**src/rtl/breath_timer_pkg.sv**
```systemverilog
// Shared types and constants for the breathing-LED ramp timer.
package breath_timer_pkg;

    localparam int unsigned CNT_W           = 10;
    localparam int unsigned PRE_W           = 16;
    localparam int unsigned DEF_CLK_DIV     = 50;
    localparam int unsigned DEF_PERIOD      = 1000;
    localparam int unsigned DEF_STEPS       = 1000;

    typedef enum logic [1:0] {
        ST_IDLE = 2'd0,
        ST_RUN  = 2'd1,
        ST_HOLD = 2'd2
    } state_e;

endpackage

```
**src/rtl/mod_cnt.sv**
```systemverilog
// Modulo-MOD counter with synchronous clear and freeze; wrap flags the advancing terminal count.
module mod_cnt #(
    parameter int unsigned MOD = 2,
    parameter int unsigned W   = 10
) (
    input  logic         clk,
    input  logic         rst_n,
    input  logic         inc,
    input  logic         clr,
    input  logic         hold,
    output logic [W-1:0] value,
    output logic         wrap
);

    localparam logic [W-1:0] MAX_V = W'(MOD - 1);

    if (MOD < 1 || MOD > (2 ** W)) begin : g_bad_mod
        $error("mod_cnt: MOD out of range for width W");
    end

    // Terminal count reached while advancing.
    always_comb begin
        wrap = 1'b0;
        if (inc && !hold && (value == MAX_V)) begin
            wrap = 1'b1;
        end else begin
            wrap = 1'b0;
        end
    end

    // Counter register: clear beats hold, hold beats increment.
    always_ff @(posedge clk or negedge rst_n) begin
        if (!rst_n) begin
            value <= '0;
        end else if (clr) begin
            value <= '0;
        end else if (inc && !hold) begin
            if (wrap) begin
                value <= '0;
            end else begin
                value <= value + {{(W-1){1'b0}}, 1'b1};
            end
        end else begin
            value <= value;
        end
    end

endmodule

```
**src/rtl/breath_timer.sv**
```systemverilog
// Breathing-LED timebase: prescaler -> intra-period position -> brightness step, with hold/idle control.
module breath_timer
    import breath_timer_pkg::*;
#(
    parameter int unsigned CLK_DIV = DEF_CLK_DIV,
    parameter int unsigned PERIOD  = DEF_PERIOD,
    parameter int unsigned STEPS   = DEF_STEPS
) (
    input  logic             clk,
    input  logic             rst_n,
    input  logic             en,
    input  logic             hold,
    output logic [CNT_W-1:0] pulse_cnt,
    output logic [CNT_W-1:0] display_cnt,
    output logic             delay_1s,
    output logic             running
);

    if (CLK_DIV < 1 || CLK_DIV > 65535) begin : g_bad_clk_div
        $error("breath_timer: CLK_DIV must be 1..65535");
    end
    if (PERIOD < 2 || PERIOD > 1024) begin : g_bad_period
        $error("breath_timer: PERIOD must be 2..1024");
    end
    if (STEPS < 2 || STEPS > 1024) begin : g_bad_steps
        $error("breath_timer: STEPS must be 2..1024");
    end

    localparam logic [PRE_W-1:0] PRE_MAX = PRE_W'(CLK_DIV - 1);

    state_e           state_r;
    state_e           state_s;
    logic             cnt_en_s;
    logic             clr_s;
    logic             pre_wrap_s;
    logic             tick_s;
    logic             step_s;
    logic             ramp_wrap_s;
    logic [PRE_W-1:0] pre_val_s;
    logic             delay_1s_r;
    logic             running_r;

    // State register.
    always_ff @(posedge clk or negedge rst_n) begin
        if (!rst_n) begin
            state_r <= ST_IDLE;
        end else begin
            state_r <= state_s;
        end
    end

    // Next state; en=0 dominates hold from every state.
    always_comb begin
        state_s = state_r;
        case (state_r)
            ST_IDLE: begin
                if (en) state_s = ST_RUN;
                else    state_s = ST_IDLE;
            end
            ST_RUN: begin
                if (!en)      state_s = ST_IDLE;
                else if (hold) state_s = ST_HOLD;
                else          state_s = ST_RUN;
            end
            ST_HOLD: begin
                if (!en)       state_s = ST_IDLE;
                else if (!hold) state_s = ST_RUN;
                else           state_s = ST_HOLD;
            end
            default: state_s = ST_IDLE;
        endcase
    end

    // Counting is gated by the live hold input so a freeze takes effect on the very edge
    // it is sampled and resumes without losing or adding a prescaler cycle.
    always_comb begin
        cnt_en_s = 1'b0;
        clr_s    = 1'b0;
        if (!en || (state_r == ST_IDLE)) begin
            clr_s    = 1'b1;
            cnt_en_s = 1'b0;
        end else begin
            clr_s    = 1'b0;
            cnt_en_s = 1'b1;
        end
    end

    assign tick_s = pre_wrap_s && (pre_val_s == PRE_MAX);

    mod_cnt #(.MOD(CLK_DIV), .W(PRE_W)) u_prescaler (
        .clk   (clk),
        .rst_n (rst_n),
        .inc   (cnt_en_s),
        .clr   (clr_s),
        .hold  (hold),
        .value (pre_val_s),
        .wrap  (pre_wrap_s)
    );

    mod_cnt #(.MOD(PERIOD), .W(CNT_W)) u_pulse (
        .clk   (clk),
        .rst_n (rst_n),
        .inc   (tick_s),
        .clr   (clr_s),
        .hold  (hold),
        .value (pulse_cnt),
        .wrap  (step_s)
    );

    mod_cnt #(.MOD(STEPS), .W(CNT_W)) u_display (
        .clk   (clk),
        .rst_n (rst_n),
        .inc   (step_s),
        .clr   (clr_s),
        .hold  (hold),
        .value (display_cnt),
        .wrap  (ramp_wrap_s)
    );

    // Strobe lands in the same cycle display_cnt first reads 0 after a wrap.
    always_ff @(posedge clk or negedge rst_n) begin
        if (!rst_n) begin
            delay_1s_r <= 1'b0;
            running_r  <= 1'b0;
        end else begin
            delay_1s_r <= ramp_wrap_s;
            running_r  <= (state_s == ST_RUN);
        end
    end

    assign delay_1s = delay_1s_r;
    assign running  = running_r;

endmodule
```
**config.mk**
```make
export PLATFORM = sky130hd
export DESIGN_NAME = breath_timer
export DESIGN_NICKNAME = d
export VERILOG_FILES = /design/src/rtl/breath_timer_pkg.sv /design/src/rtl/mod_cnt.sv /design/src/rtl/breath_timer.sv
export SDC_FILE = /design/constraint.sdc
export NUM_CORES = 1
export LEC_CHECK = 0
export ABC_CLOCK_PERIOD_IN_PS = 2000
export CAP_MARGIN = 10
export CORE_ASPECT_RATIO = 0.8
export CORE_MARGIN = 5
export CORE_UTILIZATION = 45
export DETAILED_ROUTE_END_ITERATION = 8
export PLACE_DENSITY = 0.69
export SYNTH_ARGS = -nofsm -noshare
export SYNTH_HDL_FRONTEND = slang
export SYNTH_SLANG_ARGS = --single-unit
```
**constraint.sdc**
```tcl
create_clock -name clk -period 2 [get_ports clk]
set_input_delay 0.3 -clock clk [delete_from_list [all_inputs] [get_ports clk]]
set_output_delay 0.3 -clock clk [all_outputs]
set_load 0.1 [all_outputs]
```
== Word level (Yosys, flattened, before mapping) ==
Cells that the tools add are included.
W data, S select, Z words.
Word-level totals
  register bits after elaboration: 40
  output and inout port bits: 22
  word-level logic and storage cells: 48
Cells by class
  add/sub/neg operators: 3
  equality and inequality tests: 6
  multiplexer cells: 18
  reductions and logical operators: 15
Operators by type and width (number)
  $mux W10: 6
  $mux W16: 3
  $add A10 B1 Y10 const B: 2
  $eq A10 B10 Y1 const B: 2
  $add A16 B1 Y16 const B: 1
  $eq A16 B6 Y1 const B: 1
  $logic_and A1 B1 Y1: 7
  $mux W1: 6
  $reduce_bool A2 Y1: 3
  $eq A2 B1 Y1 const B: 2
  $mux W2: 2
  $pmux W2 S2: 1
  $eq A2 B2 Y1 const B: 1
  $logic_not A1 Y1: 2
  $logic_not A2 Y1: 1
  $reduce_or A2 Y1: 1
  $logic_or A1 B1 Y1: 1

== Longest topological paths before layout ==
Gate-level depths: netlist (run 1).
  depth after elaboration: 16
  depth in mapped cells: 8
  depth with buffers taken out: 7

== Modules after synthesis ==
From an unflattened synthesis (run 1), not the netlist that was laid out.
Unflattened totals
  cell total of the unflattened synthesis: 233
  area, all modules: 2279.7 µm²
Modules (own cells, without submodules)
  mod_cnt (u_display ...): times used 2, cells each 55, area an instance 546.8 µm², seq. area each 250.2 µm²
  mod_cnt (u_prescaler): times used 1, cells each 100, area an instance 949.7 µm², seq. area each 400.4 µm²
  breath_timer: times used 1, cells each 23, area an instance 236.5 µm², seq. area each 100.1 µm²

== Worst setup path before layout (run 1) ==
Ideal clock, no wire load.
  path type: flip-flop to flip-flop
  start: reg u_pulse.value[0]
  end: reg u_display.value[3]
  arrival time: 2.694 ns
  data required time: 1.922 ns
  path slack: -0.772 ns
  stages on the path, launching flop included: 7
  path buffers: 0
  cells stage by stage: dfrtp_1 > ha_1 > nand2_1 > nor4_4 > nand3_1 > or4b_1 > a21oi_1
On the way
  cells in the longest elaborated chain, start to end: 9
RTL lines
  from (decl): RTL line mod_cnt.sv:11  | output logic [W-1:0] value,
  from (signal assigned): RTL line mod_cnt.sv:41  | value <= value + {{(W-1){1'b0}}, 1'b1};
  from (signal assigned): RTL line mod_cnt.sv:44  | value <= value;
  $eq A10 B10 Y1 (*): RTL line mod_cnt.sv:24  | if (inc && !hold && (value == MAX_V)) begin
  $logic_and A1 B1 Y1 (*): RTL line mod_cnt.sv:24
  $mux W1 (*): RTL line mod_cnt.sv:24
  $logic_and A1 B1 Y1 (*): RTL line mod_cnt.sv:24, mod_cnt.sv:37
  $logic_and A1 B1 Y1: RTL line mod_cnt.sv:24
  $mux W1: RTL line mod_cnt.sv:24
  $mux W10: RTL line mod_cnt.sv:38  | if (wrap) begin
  $mux W10: RTL line mod_cnt.sv:37  | end else if (inc && !hold) begin
  $mux W10: RTL line mod_cnt.sv:35  | end else if (clr) begin
  to (signal assigned): RTL line mod_cnt.sv:41
  to (signal assigned): RTL line mod_cnt.sv:44
  to (decl): RTL line mod_cnt.sv:11
Every way passes the cells marked *; elsewhere a longest branch is shown, timed or not. The select of a mux whose other input is x is not followed.
A chain may end at the register's enable or synchronous reset.

== Worst setup path in the final report (run 1) ==
  start: reg u_prescaler.value[2]
  end: reg u_display.value[3]
On the way
  cells in the longest elaborated chain, start to end: 13
RTL lines
  from (decl): RTL line mod_cnt.sv:11
  from (signal assigned): RTL line mod_cnt.sv:41
  from (signal assigned): RTL line mod_cnt.sv:44
  $eq A16 B6 Y1 (*): RTL line mod_cnt.sv:24, breath_timer.sv:88
  $logic_and A1 B1 Y1: RTL line mod_cnt.sv:24
  $mux W1: RTL line mod_cnt.sv:24
  $logic_and A1 B1 Y1 (*): RTL line breath_timer.sv:88  | assign tick_s = pre_wrap_s && (pre_val_s == PRE_MAX);
  $logic_and A1 B1 Y1 (*) (2 in a row): RTL line mod_cnt.sv:24
  $mux W1 (*): RTL line mod_cnt.sv:24
  $logic_and A1 B1 Y1 (*): RTL line mod_cnt.sv:24, mod_cnt.sv:37
  $logic_and A1 B1 Y1: RTL line mod_cnt.sv:24
  $mux W1: RTL line mod_cnt.sv:24
  $mux W10: RTL line mod_cnt.sv:38
  $mux W10: RTL line mod_cnt.sv:37
  $mux W10: RTL line mod_cnt.sv:35
Marks and branches as above.

==> flow_metrics.tcl, run 1 <==
set metrics [dict create \
    status "complete, but fails checks" \
    violations "setup timing" \
    grt_usage 0.171 \
    rows 22 \
    design.die.area_mm2 0.00629 \
    syn_nets 240 \
    min_period_over_period 1.07 \
    ios 26 \
    syn-cell-area_mm2 0.00216 \
    reg2reg_depth 5 \
    num_vias 1936 \
    synthCells 230 \
    portBuffers 25 \
    clkLatencyLatePin_ns 0.30 \
    crit_path_end "u_display.value[3]$_DFFE_PN0P_" \
    drc 0 \
    min_period_ns 2.13 \
    drive_gt1_frac 0.371 \
    first_iter_violations 92 \
    arrival_ns 2.36 \
    wl_per_cell_um 14.6 \
    multi_input_area_mm2 0.00119 \
    skew_ns 0.0113 \
    start_util 0.466 \
    nets 308 \
    cts_tree "built" \
    rsz0062_at_grt "yes" \
    max_freq_mhz 469 \
    yosysSeqAreaShare 0.464 \
    peakVddDrop_uv 394 \
    timing.rr.end "u_display.value[3]$_DFFE_PN0P_" \
    setup_ws_ns -0.133 \
    cp_max_fo 4 \
    slew_headroom 0.670 \
    placedCellCount 335 \
    fin_tns_setup_ns -1.33 \
    total_power_mw 1.74 \
    setup_viol 22 \
    grt_pass1_vias 1773 \
    r2r_slack_ns -0.13 \
    ys_top_cells_by_area "dfrtp_1 (46%), xor2_1 (6.1%), nor2_1 (4.9%), ha_1 (3.5%), nand4_1 (3.2%)" \
    drt.antenna.violating_nets 0 \
    ys_warn_count 0 \
    dr.pass1.iters 4 \
    report.final.hold_viol_count 0 \
    p_leak_nw 1.27 \
    fin_cells 359 \
    seq_area_mm2 0.00103 \
    max_cap_viol_count 0 \
    synth_top_cell_by_area "dfrtp_1" \
    min_path_type "in2async" \
    core_area_mm2 0.00462 \
    critPathKind "reg2reg" \
    ctsLongestPathBuffers 2 \
    die_w_um 87.4 \
    antenna_found_initial 0 \
    r2r_start "u_prescaler.value[2]$_DFFE_PN0P_" \
    area_growth_pct 38.3 \
    clkSinkCount 40 \
    yosys_register_bits 40 \
    place.detailed.hpwl_mm 3.68 \
    synthArstFlopShare 1.00 \
    synth.top_cell.area_share 0.464 \
    cp-end-kind "flip-flop" \
    worst_slew_pin_slew_ns 0.495 \
    fill_cells 384 \
    syn_avg_cell_area_um2 9.38 \
    required_ns 2.23 \
    numCtsBuffers 5 \
    synth-main-ff-cell "dfrtp_1" \
    synth_most_common_cell "dfrtp_1" \
    cts_max_level 2 \
    avgViaCountPerCell 5.39 \
    fp.dieH_um 71.9 \
    cts_root_buf "clkbuf_8" \
    gp_congestion 0.838 \
    synth_edf_count 0 \
    overflow 0 \
    ys_types 39 \
    clk_pin_slew_ns 0.08 \
    p_per_area_mw_per_mm2 582 \
    drv_slew 0 \
    crit_start "u_prescaler.value[2]$_DFFE_PN0P_" \
    grt_pass1_wl_mm 8.52 \
    grt_max_degree 41 \
    antenna_cells 0 \
    cp-start-kind "flip-flop" \
    wl_mm 5.25 \
    synth_common_cells "dfrtp_1 (40), nor2_1 (28), nand2_1 (18)" \
]
==> cell usage in the layout (no fill, tap or decap), types with 2 or more instances in the layout <==
| master | netlist | routed |
|---|---|---|
| buf_6 | 0 | 3 |
| nand2_1 | 18 | 17 |
| a21oi_1 | 13 | 10 |
| buf_4 | 0 | 60 |
| nand3b_1 | 2 | 2 |
| o21ai_0 | 12 | 11 |
| a21oi_2 | 0 | 3 |
| and4_1 | 5 | 5 |
| nand3_2 | 0 | 2 |
| dfrtp_1 | 40 | 22 |
| o21a_1 | 2 | 2 |
| or3_1 | 5 | 5 |
| dfrtp_2 | 0 | 14 |
| inv_1 | 6 | 6 |
| o31ai_1 | 4 | 4 |
| nor4_4 | 1 | 2 |
| ha_1 | 6 | 6 |
| nor2_1 | 28 | 28 |
| nand4b_1 | 3 | 3 |
| and3_1 | 8 | 8 |
| o21ai_1 | 3 | 4 |
| or4_4 | 2 | 4 |
| xor2_1 | 15 | 15 |
| nand4_1 | 11 | 11 |
| nand3_1 | 11 | 9 |
| dfrtp_4 | 0 | 4 |
| nor2b_1 | 4 | 4 |
| nand2b_1 | 3 | 3 |
| clkbuf_8 | 0 | 7 |
| nor3_1 | 5 | 4 |
==> area by class of cell <==
| type | instances | share of cell area |
|---|---|---|
| Timing Repair Buffer | 68 | 0.180 |
| Tap cell | 60 | 0.0252 |
| Multi-Input combinational cell | 177 | 0.398 |
| Inverter | 6 | 0.00755 |
| Clock buffer | 7 | 0.0323 |
| Sequential cell | 40 | 0.346 |
| Clock inverter | 1 | 0.0101 |
==> stage by stage <==
step | util | cell area (um2) | hold slack, ns | worst slack (ns)
detailed placement | 0.577 | 2670 | 0.289 | -0.511
floorplan | - | 2220 | 0.00441 | -0.172
finish | 0.645 | 2980 | 0.496 | -0.133
global route | 0.645 | 2980 | 0.515 | -0.177
global placement | 0.577 | 2670 | 0.290 | -0.466
CTS | 0.623 | 2880 | 0.497 | -0.123
==> registers in the layout (all words and copies together) (netlist names) <==
signal and flops:
delay_1s 1, running 1, state_r 2, u_display.value 10, u_prescaler.value 16, u_pulse.value 10
==> layer usage <==
layer / GRT usage / up-vias / share of wire
li1: - / 959 / -
met1: 0.252 / 929 / 0.49
met2: 0.242 / 43 / 0.45
met3: 0.0431 / 5 / 0.046
met4: 0.0562 / 0 / 0.010
met5: 0 / - / 0
==> worst min-delay path by stage <==
stage                                       end  slack, ns  cells past startpoint
5_1_grt          u_display.value[9]$_DFFE_PN0P_       0.51                      1
6_report       u_prescaler.value[1]$_DFFE_PN0P_       0.50                      3
4_1_cts                    state_r[1]$_DFF_PN0_       0.50                      3
2_1_floorplan                delay_1s$_DFF_PN0_      0.004                      0
3_3_place_gp   u_prescaler.value[4]$_DFFE_PN0P_       0.29                      2
3_5_place_dp                  running$_DFF_PN0_       0.29                      2
==> where the power goes <==
part	internal [mW]	switching [mW]
registers	0.816	0.00518
logic	0.0750	0.116
clock network	0.440	0.285
total	1.33	0.406
==> logic make-up after synthesis <==
kind of cell | count (synthesis) | synth area share
xor+xnor | 16 | 0.0650
compound gates | 39 | 0.110
simple gates | 116 | 0.303
buf+inv | 13 | 0.0238
fa+ha+maj | 6 | 0.0348
flops | 40 | 0.464
==> critical path, cell delays in order (launching register included) <==
cell     delay (ns)
dfrtp_1        0.41
or4_4          0.56
nor4_4         0.33
nand3_2        0.15
or4b_4         0.50
a21oi_2        0.13
==> what timing repair did <==
| item | in CTS | in global routing |
|---|---|---|
| hold buffers | 1 | 0 |
| endpoints found under the setup margin | 17 | 23 |
| gates resized for setup | 10 | 8 |
| setup buffers | 5 | 10 |
| endpoints found under the hold margin | 40 | 0 |
| pin swaps | 9 | 12 |
(Power assumes the default switching activity.)
==> inputs of run 2 (changes only) <==
MAX_ROUTING_LAYER = met4   (was not set)
SYNTH_HIERARCHICAL = 1   (was not set)
TNS_END_PERCENT = 10   (was not set)
==> run 2 against run 1 <==
- the flow still finishes with violations (setup timing)
- sequential cell count unchanged
- synthesized cell count increased by 1.3%
- worst setup slack got worse by 0.92 ns
- combinational power decreased by 15%
- critical path type unchanged
- highest routed layer unchanged
==> flow_metrics.tcl, run 2 <==
set metrics [dict create \
    num_vias 1907 \
    worst_slew_pin_slew_ns 0.503 \
    overflow 0 \
    skew_ns 0.00298 \
    yosys_register_bits 40 \
    cts_tree "built" \
    nets 305 \
    status "complete, but fails checks" \
    drt.antenna.violating_nets 0 \
    antenna_cells 0 \
    synthArstFlopShare 1.00 \
    fp.dieH_um 73.7 \
    rows 23 \
    numCtsBuffers 5 \
    syn_nets 243 \
    max_freq_mhz 328 \
    largest_register_ffs 16 \
    max_stage_delay_ns 0.40 \
    setup_ws_ns -1.05 \
    yosysSeqAreaShare 0.439 \
    first_iter_violations 203 \
    avgViaCountPerCell 5.33 \
    slew_headroom 0.665 \
    wl_mm 5.03 \
    syn-cell-area_mm2 0.00228 \
    cts_root_buf "clkbuf_8" \
    p_per_area_mw_per_mm2 526 \
    antenna_found_initial 0 \
    rsz0062_at_grt "yes" \
    final_common_cell "buf_4" \
    worst-path-stages 15 \
    reg_top3 "u_prescaler/value: 16 flops, u_display/value: 10 flops, u_pulse/value: 10 flops" \
    reg2reg_depth 15 \
    worstPathCellList "inv_2, ha_4, nor3b_4, and4_4, and2_4, and4bb_2, nand4_1, nor4_2, and4b_1, and4_4, and4b_1, and4_4, or2_0, buf_4, nor2_1" \
    report.final.hold_viol_count 0 \
    core_area_mm2 0.00495 \
    grt_usage 0.172 \
    critPathKind "reg2reg" \
    drv_slew 0 \
    syn_avg_cell_area_um2 9.78 \
    cts_hold_buffers 0 \
    cp-end-kind "flip-flop" \
    peakVddDrop_uv 379 \
    top_register "u_prescaler/value" \
    grt_pass1_vias 1814 \
    placedCellCount 348 \
    synthCells 233 \
    clkLatencyLatePin_ns 0.29 \
    cts_max_level 2 \
    drive_gt1_frac 0.334 \
    grt_pass1_wl_mm 8.47 \
    design.die.area_mm2 0.00660 \
    violations "setup timing" \
    required_ns 2.19 \
    grt_max_degree 41 \
    min_period_ns 3.05 \
    synth.top_cell.area_share 0.439 \
    fin_util 0.593 \
    crit_family "simple AND/OR/NAND/NOR gates" \
    ys_top_cells_by_area "dfrtp_1 (44%), xor2_1 (8.8%), nor2_1 (5.1%), ha_1 (3.3%), nand2_1 (2.8%)" \
    max_cap_viol_count 0 \
    synth_top_cell_by_area "dfrtp_1" \
    start_util 0.461 \
    r2r_slack_ns -1.05 \
    synth_common_cells "dfrtp_1 (40), nor2_1 (31), xor2_1 (23)" \
    ios 26 \
    min_path_type "in2async" \
    crit_slowest_cell "dfrtp_1" \
    cp_max_fo 6 \
    crit_top_cell "and4_4" \
    synth_edf_count 0 \
    dr.pass1.iters 4 \
    wl_per_cell_um 14.1 \
    setup_viol 21 \
    pre_cts_slack_ns -1.14 \
    die_w_um 89.6 \
    synth-main-ff-cell "dfrtp_1" \
    p_leak_nw 1.38 \
    synth_most_common_cell "dfrtp_1" \
    portBuffers 25 \
    place.detailed.hpwl_mm 3.69 \
    clk_pin_slew_ns 0.08 \
    area_growth_pct 28.6 \
    gp_congestion 0.819 \
    fin_cells 358 \
    min_period_over_period 1.52 \
    cp-start-kind "flip-flop" \
    ctsLongestPathBuffers 2 \
    ys_types 46 \
    clkSinkCount 40 \
    arrival_ns 3.23 \
    drc 0 \
    final_cell_mix "buf_4 (65), dfrtp_1 (40), nor2_1 (31)" \
    ys_warn_count 6 \
    critPathBufInv 2 \
]
==> run 2: changes by cell type after synthesis, moves of 4 or more <==
cell       before  now
o2111ai_1       0    6
a21oi_1        13    6
nand2b_1        3    7
nor3_1          5    1
nand4_1        11    5
o211ai_1        0    4
o21ai_0        12    4
xor2_1         15   23
nand3_1        11    6
==> run 2: cell type report <==
type                    instances  area (um2)
fillers                       422        2020
multi-input cells             172        1220
flip-flops and latches         40        1000
repair buffers                 68         513
clock buffers                   6        82.6
well taps                      62        77.6
inverters                       8        30.0
clock inverters                 2        10.0
==> run 2: logic make-up (layout without fill, tap and decap cells) <==
logic type	after synthesis	after routing	synth area share
AND/OR/NAND/NOR	107	107	0.271
AO/OA/AOI/OAI	35	35	0.115
adder cells (fa/ha/maj)	6	6	0.0329
XOR/XNOR	23	23	0.0884
flip-flops	40	40	0.439
multiplexers	1	1	0.00439
buffers and inverters	21	84	0.0494
==> run 2: routing by layer <==
layer | GRT usage | wire [um] | vias to the layer above
li1 | - | - | 952
met1 | 0.256 | 2530 | 904
met2 | 0.235 | 2110 | 46
met3 | 0.0370 | 363 | 5
met4 | 0.0446 | 33 | 0
met5 | - | 0 | -
==> run 2: path summary, 6_finish.rpt <==
kind	start	to
max reg2reg	u_prescaler/value[1]$_DFFE_PN0P_	u_display/value[5]$_DFFE_PN0P_
min	rst_n	u_display/value[6]$_DFFE_PN0P_
max in group asynchronous	rst_n	u_pulse/value[3]$_DFFE_PN0P_
max	u_prescaler/value[1]$_DFFE_PN0P_	u_display/value[5]$_DFFE_PN0P_
min in group clk	u_display/value[9]$_DFFE_PN0P_	u_display/value[9]$_DFFE_PN0P_
min reg2reg	u_display/value[9]$_DFFE_PN0P_	u_display/value[9]$_DFFE_PN0P_
==> run 2: repair_timing <==
action                                  4_1_cts  5_1_grt
setup buffers                                 0        2
gates resized for setup                       2        8
pin swaps                                     0        0
endpoints found under the setup margin       21       27
==> run 2: through the flow <==
step                setup TNS [ns]  cell area, um2  hold slack, ns  total power, mW
floorplan                   -13.44            2300         0.00441            0.932
global placement            -18.23            2790           0.387            0.997
detailed placement          -19.18            2790           0.392            0.996
CTS                         -17.57            2890          0.0764             1.55
global route                -20.89            2930           0.112             1.62
finish                      -16.86            2930          0.0483             1.54
==> run 2: report_power, final <==
group	internal (mW)	switching, mW	leakage, nW
clock	0.275	0.285	0.0510
sequential	0.815	0.00316	0.556
combinational	0.0572	0.105	0.769
total	1.15	0.393	1.38
==> inputs of run 3 (changes only) <==
CORE_UTILIZATION = 50   (was 45)
PLACE_DENSITY = not set   (was 0.69)
PLACE_DENSITY_LB_ADDON = 0.2   (was not set)
SYNTH_HIERARCHICAL = not set   (was 1)
==> run 3 against run 2 <==
- the flow finishes with violations (hold timing, setup timing)
- final cell count fell by 5.3%
- register-to-register slack improved by 0.94 ns
- die area fell by 13%
- clock power barely moved
- hold slack got worse by 0.054 ns
- core utilization rose by 8.0 points
- first-iteration DRC count fell by 56%
==> flow_metrics.tcl, run 3 (synthesis gave the netlist of run 1 again) <==
set metrics [dict create \
    cts_root_buf "clkbuf_8" \
    drive_gt1_frac 0.340 \
    cp-start-kind "flip-flop" \
    max_freq_mhz 473 \
    largest_register_ffs 16 \
    num_vias 1932 \
    start_util 0.516 \
    fin_cells 339 \
    die_w_um 83.4 \
    design.die.area_mm2 0.00574 \
    antenna_found_initial 0 \
    rsz0062_at_grt "yes" \
    rows 21 \
    max_cap_viol_count 0 \
    avgViaCountPerCell 5.70 \
    violations "hold timing, setup timing" \
    dr.pass1.iters 4 \
    final_cell_mix "buf_4 (46), nor2_1 (28), dfrtp_1 (24)" \
    report.final.hold_viol_count 16 \
    area_growth_pct 30.3 \
    reg_top3 "u_prescaler.value: 16 flops, u_display.value: 10 flops, u_pulse.value: 10 flops" \
    grt_pass1_wl_mm 8.42 \
    arrival_ns 2.35 \
    critPathKind "reg2reg" \
    min_period_ns 2.11 \
    placedCellCount 331 \
    worst_slew_pin_slew_ns 0.569 \
    required_ns 2.23 \
    min_period_over_period 1.06 \
    numCtsBuffers 5 \
    antenna_cells 0 \
    cp_max_fo 3 \
    grt_usage 0.194 \
    p_leak_nw 1.18 \
    fp.dieH_um 68.7 \
    fin_area_mm2 0.00281 \
    drv_slew 0 \
    grt_max_degree 26 \
    cts_tree "built" \
    ctsLongestPathBuffers 2 \
    postPlaceCellArea_mm2 0.00262 \
    clkSinkCount 40 \
    cts_max_level 2 \
    skew_ns 0.00754 \
    final_common_cell "buf_4" \
    drt.antenna.violating_nets 0 \
    first_iter_violations 90 \
    wl_per_cell_um 14.9 \
    overflow 0 \
    drc 0 \
    p_per_area_mw_per_mm2 550 \
    grt_pass1_vias 1773 \
    min_path_type "in2async" \
    hold_slack_ns -0.00582 \
    slew_headroom 0.620 \
    ios 26 \
    total_power_mw 1.55 \
    nets 291 \
    wl_mm 5.04 \
    top_register "u_prescaler.value" \
    clk_pin_slew_ns 0.08 \
    setup_ws_ns -0.114 \
    core_area_mm2 0.00418 \
    peakVddDrop_uv 594 \
    cts_hold_buffers 0 \
    cp-end-kind "flip-flop" \
    place.detailed.hpwl_mm 3.66 \
    postCtsSetupBuffers 0 \
    setup_viol 9 \
    status "complete, but fails checks" \
    clkLatencyLatePin_ns 0.30 \
    portBuffers 25 \
    gp_congestion 0.796 \
]
[run 3: layout make-up]
class,count,area (um2)
Clock buffer,8,90.1
Sequential cell,40,1030
Tap cell,57,71.3
Timing Repair Buffer,51,393
Multi-Input combinational cell,177,1200
Fill cell,326,1370
Inverter,6,22.5
[run 3: timing repair]
| item | in CTS | in global routing |
|---|---|---|
| endpoints found under the setup margin | 21 | 21 |
| gates resized for setup | 5 | 22 |
| pin swaps | 4 | 5 |
[run 3: per-layer routing]
metal | global-route usage | vias to the layer above | part of all wire
met5 | - | - | 0
met4 | 0.0803 | 0 | 0.019
met3 | 0.0428 | 9 | 0.044
met2 | 0.283 | 41 | 0.43
met1 | 0.264 | 953 | 0.50
li1 | - | 929 | -
[run 3: final timing paths]
kind | from | to | slack [ns] | cells after the start
setup / recovery | u_prescaler.value[10]$_DFFE_PN0P_ | u_display.value[3]$_DFFE_PN0P_ | -0.11 | 5
hold / removal | rst_n | u_pulse.value[3]$_DFFE_PN0P_ | -0.006 | 1
min in group clk | u_display.value[0]$_DFFE_PN0P_ | u_display.value[0]$_DFFE_PN0P_ | 0.51 | 1
setup reg to reg | u_prescaler.value[10]$_DFFE_PN0P_ | u_display.value[3]$_DFFE_PN0P_ | -0.11 | 5
hold reg to reg | u_display.value[0]$_DFFE_PN0P_ | u_display.value[0]$_DFFE_PN0P_ | 0.51 | 1
max in group asynchronous | rst_n | u_display.value[2]$_DFFE_PN0P_ | 1.36 | 2
[run 3: worst max-delay path, cell delays in order, from the launching register on]
cell and delay, ns:
dfrtp_1 0.38, or4_4 0.58, nor4_4 0.35, nand3_2 0.12, or4b_1 0.49, a21oi_2 0.12
[run 3: through the flow]
stage / utilization / TNS [ns] / setup WS, ns / hold slack (ns)
6_report: 0.673 / -0.413 / -0.114 / -0.00582
3_5_place_dp: 0.628 / -11.62 / -0.513 / 0.329
2_1_floorplan: - / -0.936 / -0.173 / 0.00441
3_3_place_gp: 0.628 / -10.40 / -0.458 / 0.332
5_1_grt: 0.673 / -1.20 / -0.190 / 0.0338
4_1_cts: 0.654 / -0.779 / -0.0938 / 0.00911
[run 3: where the power goes]
group          total [mW]  internal, mW  switching, mW
Clock               0.559         0.281          0.278
Combinational       0.165        0.0520          0.113
Sequential          0.822         0.817        0.00588
Total                1.55          1.15          0.396
